<file path="src/rtl/data_bus_if_pkg.sv">
// Shared constants for the data-side bus master: reset/enable levels,
// stall-vector width and the 2-bit bus FSM encodings.
package data_bus_if_pkg;

    localparam logic RstEnable  = 1'b1;
    localparam logic ChipEnable = 1'b1;

    localparam int StallBus = 6;

    localparam logic [1:0] BUS_IDLE           = 2'b00;
    localparam logic [1:0] BUS_BUSY           = 2'b01;
    localparam logic [1:0] BUS_WAIT_FOR_STALL = 2'b10;

endpackage

</file>
<file path="src/rtl/data_bus_if.sv">
// Turns the memory stage's single-cycle RAM request into a Wishbone classic
// cycle, stalling the pipeline until ack and holding load data until release.
module data_bus_if
    import data_bus_if_pkg::*;
#(
    parameter int TIMEOUT = 255
) (
    input  logic                clk,
    input  logic                rst,
    input  logic [StallBus-1:0] stall_i,
    input  logic                flush_i,
    input  logic                cpu_ce_i,
    input  logic                cpu_we_i,
    input  logic [31:0]         cpu_addr_i,
    input  logic [3:0]          cpu_sel_i,
    input  logic [31:0]         cpu_data_i,
    output logic [31:0]         cpu_data_o,
    output logic                stallreq_o,
    output logic                bus_err_o,
    output logic [31:0]         wb_adr_o,
    output logic [31:0]         wb_dat_o,
    output logic [3:0]          wb_sel_o,
    output logic                wb_we_o,
    output logic                wb_stb_o,
    output logic                wb_cyc_o,
    input  logic [31:0]         wb_dat_i,
    input  logic                wb_ack_i
);

    localparam int CW = $clog2(TIMEOUT + 1);
    localparam logic [CW-1:0] CNT_LAST = CW'(TIMEOUT - 1);

    logic [1:0]    state_q, state_d;
    logic [CW-1:0] cnt_q, cnt_d;
    logic [31:0]   rd_buf_q, rd_buf_d;
    logic          bus_err_q, bus_err_d;
    logic [31:0]   adr_q, adr_d;
    logic [31:0]   dat_q, dat_d;
    logic [3:0]    sel_q, sel_d;
    logic          we_q, we_d;
    logic          stb_q, stb_d;
    logic          cyc_q, cyc_d;

    always_comb begin
        state_d   = state_q;
        cnt_d     = cnt_q;
        rd_buf_d  = rd_buf_q;
        bus_err_d = 1'b0;
        adr_d     = adr_q;
        dat_d     = dat_q;
        sel_d     = sel_q;
        we_d      = we_q;
        stb_d     = stb_q;
        cyc_d     = cyc_q;

        case (state_q)
            BUS_IDLE: begin
                if (cpu_ce_i == ChipEnable && !flush_i) begin
                    adr_d    = cpu_addr_i;
                    dat_d    = cpu_data_i;
                    sel_d    = cpu_sel_i;
                    we_d     = cpu_we_i;
                    stb_d    = 1'b1;
                    cyc_d    = 1'b1;
                    cnt_d    = '0;
                    rd_buf_d = '0;
                    state_d  = BUS_BUSY;
                end
            end
            BUS_BUSY: begin
                // Any way out of BUSY releases the bus; flush wins over a same-cycle ack.
                if (flush_i || wb_ack_i || cnt_q == CNT_LAST) begin
                    adr_d = '0;
                    dat_d = '0;
                    sel_d = '0;
                    we_d  = 1'b0;
                    stb_d = 1'b0;
                    cyc_d = 1'b0;
                end
                if (flush_i) begin
                    state_d = BUS_IDLE;
                end else if (wb_ack_i) begin
                    if (!we_q) begin
                        rd_buf_d = wb_dat_i;
                    end
                    state_d = (stall_i != '0) ? BUS_WAIT_FOR_STALL : BUS_IDLE;
                end else if (cnt_q == CNT_LAST) begin
                    bus_err_d = 1'b1;
                    rd_buf_d  = '0;
                    state_d   = BUS_WAIT_FOR_STALL;
                end else begin
                    cnt_d = cnt_q + 1'b1;
                end
            end
            BUS_WAIT_FOR_STALL: begin
                if (stall_i == '0) begin
                    state_d = BUS_IDLE;
                end
            end
            default: state_d = BUS_IDLE;
        endcase
    end

    always_ff @(posedge clk) begin
        if (rst == RstEnable) begin
            state_q   <= BUS_IDLE;
            cnt_q     <= '0;
            rd_buf_q  <= '0;
            bus_err_q <= 1'b0;
            adr_q     <= '0;
            dat_q     <= '0;
            sel_q     <= '0;
            we_q      <= 1'b0;
            stb_q     <= 1'b0;
            cyc_q     <= 1'b0;
        end else begin
            state_q   <= state_d;
            cnt_q     <= cnt_d;
            rd_buf_q  <= rd_buf_d;
            bus_err_q <= bus_err_d;
            adr_q     <= adr_d;
            dat_q     <= dat_d;
            sel_q     <= sel_d;
            we_q      <= we_d;
            stb_q     <= stb_d;
            cyc_q     <= cyc_d;
        end
    end

    // Stall release and load data are combinational so a zero-wait slave costs one cycle.
    always_comb begin
        stallreq_o = 1'b0;
        cpu_data_o = '0;
        case (state_q)
            BUS_IDLE: begin
                stallreq_o = cpu_ce_i && !flush_i;
            end
            BUS_BUSY: begin
                stallreq_o = !wb_ack_i && !flush_i;
                if (wb_ack_i && !we_q) begin
                    cpu_data_o = wb_dat_i;
                end
            end
            BUS_WAIT_FOR_STALL: begin
                cpu_data_o = rd_buf_q;
            end
            default: ;
        endcase
    end

    assign bus_err_o = bus_err_q;
    assign wb_adr_o  = adr_q;
    assign wb_dat_o  = dat_q;
    assign wb_sel_o  = sel_q;
    assign wb_we_o   = we_q;
    assign wb_stb_o  = stb_q;
    assign wb_cyc_o  = cyc_q;

endmodule

</file>
<file path="config.mk">
export PLATFORM = sky130hd
export DESIGN_NAME = data_bus_if
export DESIGN_NICKNAME = d
export VERILOG_FILES = /design/src/rtl/data_bus_if_pkg.sv /design/src/rtl/data_bus_if.sv
export SDC_FILE = /design/constraint.sdc
export NUM_CORES = 1
export LEC_CHECK = 0
export BUFFER_PORTS_ARGS = -buffer_cell sky130_fd_sc_hd__buf_2
export CAP_MARGIN = 15
export CORE_MARGIN = 5
export CORE_UTILIZATION = 47
export DETAILED_ROUTE_END_ITERATION = 10
export PLACE_DENSITY = 0.8
export SLEW_MARGIN = 0
export SYNTH_ARGS = -nofsm -noshare
export SYNTH_HDL_FRONTEND = slang
export SYNTH_SLANG_ARGS = --single-unit
</file>
<file path="constraint.sdc">
create_clock -name clk -period 2.2 [get_ports clk]
set_input_delay 0.22 -clock clk [delete_from_list [all_inputs] [get_ports clk]]
set_output_delay 0.22 -clock clk [all_outputs]
set_load 0.01 [all_outputs]
</file>
==> results by group <==
Finish
  • Area of the multi-input gates: 0.00233 mm2
  • Reg area: 0.00226 mm2
  • Fin nets: 976
  • FILL cells: 612
  • ANT cells: 0
  • Layout cells sized above 1: 32.6%
  • Area grow syn2layout: 63.7%
  • Final Cell Area: 0.00775 mm2

Die
  • FP Rows: 36
  • Die area: 0.0122 mm2
  • Die X: 110 um
  • Initial Util: 48.2%
  • I/O pins: 217
  • CORE AREA: 0.00982 mm2
  • Die H: 110 um

CTS
  • CTS Buf Count: 17
  • Clock Sinks: 113
  • CTS tree: yes
  • Clock Latency Late Sink: 510 ps
  • Max clock buf depth: 2
  • Htree depth: 4
  • CTS Root Buffer Type: clkbuf_8
  • Reg clk slew, reported paths: 50 ps

Power and ir drop
  • Leakage: 3.27 nW
  • Power per cell area: 913 mW/mm2
  • Max VDD drop: 0.652 mV

Logic synthesis
  • Most area-consuming cells after synthesis: dfxtp_1 (48%), a21oi_1 (8.1%), o21ai_0 (7.8%)
  • Synth area leader: dfxtp_1
  • FFs w/ async S/R, synth: 0%
  • Post-synth EDFFs: 0
  • Post-synth net total: 674
  • Post-synthesis sequential area ratio: 47.8%
  • Mapped Cells: 557
  • Yosys warning count: 0
  • Synth Flop Type: dfxtp_1
  • Post-synthesis cell area: 0.00473 mm2
  • Netlist cell types: 39
  • Yosys reg bits: 113
  • Yosys top cell area share: 47.8%
  • Synth Area per Inst: 8.50 um2

STA
  • Final Max Slew Viols: 0
  • Highest clock rate: 0.464 GHz
  • RSZ-0062 raised after global routing: true
  • Worst rel slew slack: 57.9%
  • Final period utilization: 97.9%
  • TNS Setup: 0 ps
  • Final hold vios: 0
  • Worst Tran Pin Value: 628 ps
  • Clock period minus worst slack: 2150 ps
  • Final setup viols: 0
  • Clk_skew: 12.4 ps

Drt
  • Drt wl/cell: 19.1 um
  • Total Routed Length: 19200 um
  • Via-per-instance ratio: 5.85
  • Routed Antenna Nets: 0
  • Total number of vias: 5882
  • # DRC: 0
  • Drt pass-1 iters: 7
  • Iteration-0 DRC count of the detailed router: 489

Worst setup path
  • CP Launch Type: flop
  • Slack of the worst reg-to-reg path: 80 ps
  • Critical Path RT: 1980 ps
  • Worst EP arrival: 1930 ps
  • CP max FO: 8
  • CP endpoint kind: primary output
  • Setup CP Type: flop to primary output

GRT
  • Vias in the first global route: 5925
  • Tot GR Track Use: 31.1%
  • Largest net degree at the start of global routing: 74
  • Total congestion overflow: 0
  • First-pass GRT wire length: 29400 um
  • Initial antenna violation count: 0

Status
  • Status: complete, no violations

Placed design
  • Buffers on Ports: 216
  • Final GP Congestion: 0.840
  • Placed cell areas: 0.00597 mm2
  • Hpwl dp: 9980 um

Job
  • Max Cap Violations: 0

Min path
  • Worst Hold Class: primary input to flop
==> cell usage after synthesis (all sizes together) (2+ instances only) <==
cell type and count:
or4 5, nand2 75, a32o 32, clkbuf 52, nor3 4, inv 6, nor2b 35, a21oi 77
mux2i 2, nand2b 3, ha 5, nor2 6, nand4 2, o21ai 75, dfxtp 113, a22oi 32
nor4 3, nand3 5, and3 3, o31ai 4, buf 4
==> layout make-up <==
type / count / share of cell area (%)
multi-input combinational: 382 / 30.1
inverter: 6 / 0.291
clock inverter: 9 / 1.66
tap: 133 / 2.15
timing repair buffer: 339 / 30.5
sequential: 113 / 29.2
clock buffer: 23 / 6.15
==> path summary, 6_finish.rpt <==
check	from	endpoint	depth (start not counted)
setup / recovery	state_q[0]	cpu_data_o[31]	7
hold / removal	wb_ack_i	bus_err_o	3
setup reg to reg	state_q[0]	cnt_q[6]	6
hold reg to reg	rd_buf_q[14]	rd_buf_q[14]	1
==> registers in the layout, indices dropped and copies added, names as in the netlist <==
name       flops
wb_adr_o      32
wb_sel_o       4
wb_cyc_o       1
state_q        2
cnt_q          8
wb_we_o        1
wb_dat_o      32
rd_buf_q      32
bus_err_o      1
==> per-layer routing <==
layer  track usage [%]  up-vias  wire, um
met5                 0        -         0
met4              19.9        0      1240
met3              8.21      123      1540
met2              53.6      401      9830
met1              33.6     2726      6630
li1                  -     2632         -
==> layout by cell type, fill, tap and decap left out, types with 3 or more instances in the layout <==
cell type      Yosys  final
buf_2              2    216
dfxtp_1          113    112
dlygate4sd3_1      0    102
a21oi_1           77     76
o21ai_0           74     74
nand2_1           75     74
nor2b_1           35     35
a32o_1            32     32
a22oi_1           32     28
clkbuf_16          0     17
buf_4              1     13
inv_1              6      5
nor2_1             6      5
nand3_1            5      5
clkbuf_8           0      5
a22oi_2            0      4
o31ai_1            4      4
or4_1              4      4
buf_12             0      4
nand2b_1           3      3
and3_1             3      3
nor4_1             3      3
nor3_1             4      3
ha_1               5      3
clkinv_2           0      3
bufinv_16          0      3
==> per-stage QoR <==
stage / hold WS [ps] / std cells / utilization [%] / setup WS, ps / total power, mW
global placement: 446 / 865 / 60.8 / 271 / 3.89
global route: 196 / 1005 / 78.9 / -39.0 / 7.36
CTS: 149 / 1003 / 78.4 / 11.1 / 6.96
floorplan: 356 / 557 / - / 153 / 3.32
detailed placement: 454 / 865 / 60.8 / 150 / 3.95
finish: 185 / 1005 / 78.9 / 45.7 / 7.08
==> power breakdown <==
part | internal [mW] | total [mW] | leakage (nW) | switching [mW]
combinational | 0.850 | 1.97 | 2.06 | 1.12
clock | 1.84 | 2.77 | 0.294 | 0.932
sequential | 2.23 | 2.33 | 0.917 | 0.105
==> repair_timing <==
| item | CTS | global route |
|---|---|---|
| pin swaps | 1 | 1 |
| resized for setup | 4 | 12 |
| endpoints found under the setup margin | 33 | 31 |
| hold endpoints to repair | 102 | 0 |
| setup buffers | 2 | 1 |
| hold buffers | 102 | 0 |
| gates cloned | 2 | 1 |
==> kinds of logic (layout without fill, tap and decap cells) <==
family          after synthesis  in the layout  share of synthesized area, %
mux                           2              2                         0.423
simple gates                147            147                          15.4
fa+ha+maj                     5              5                          1.32
compound gates              228            228                          30.0
flops                       113            113                          47.8
buf+inv                      62            377                          5.05
==> worst max-delay path, cell delays in order (launching register included) <==
cell and delay (ps):
dfxtp_1 390, ha_4 180, nand2_2 60, nor2_4 200, clkbuf_16 200, a22oi_2 50
nor2b_1 170, buf_2 180
(Power assumes the default switching activity.)
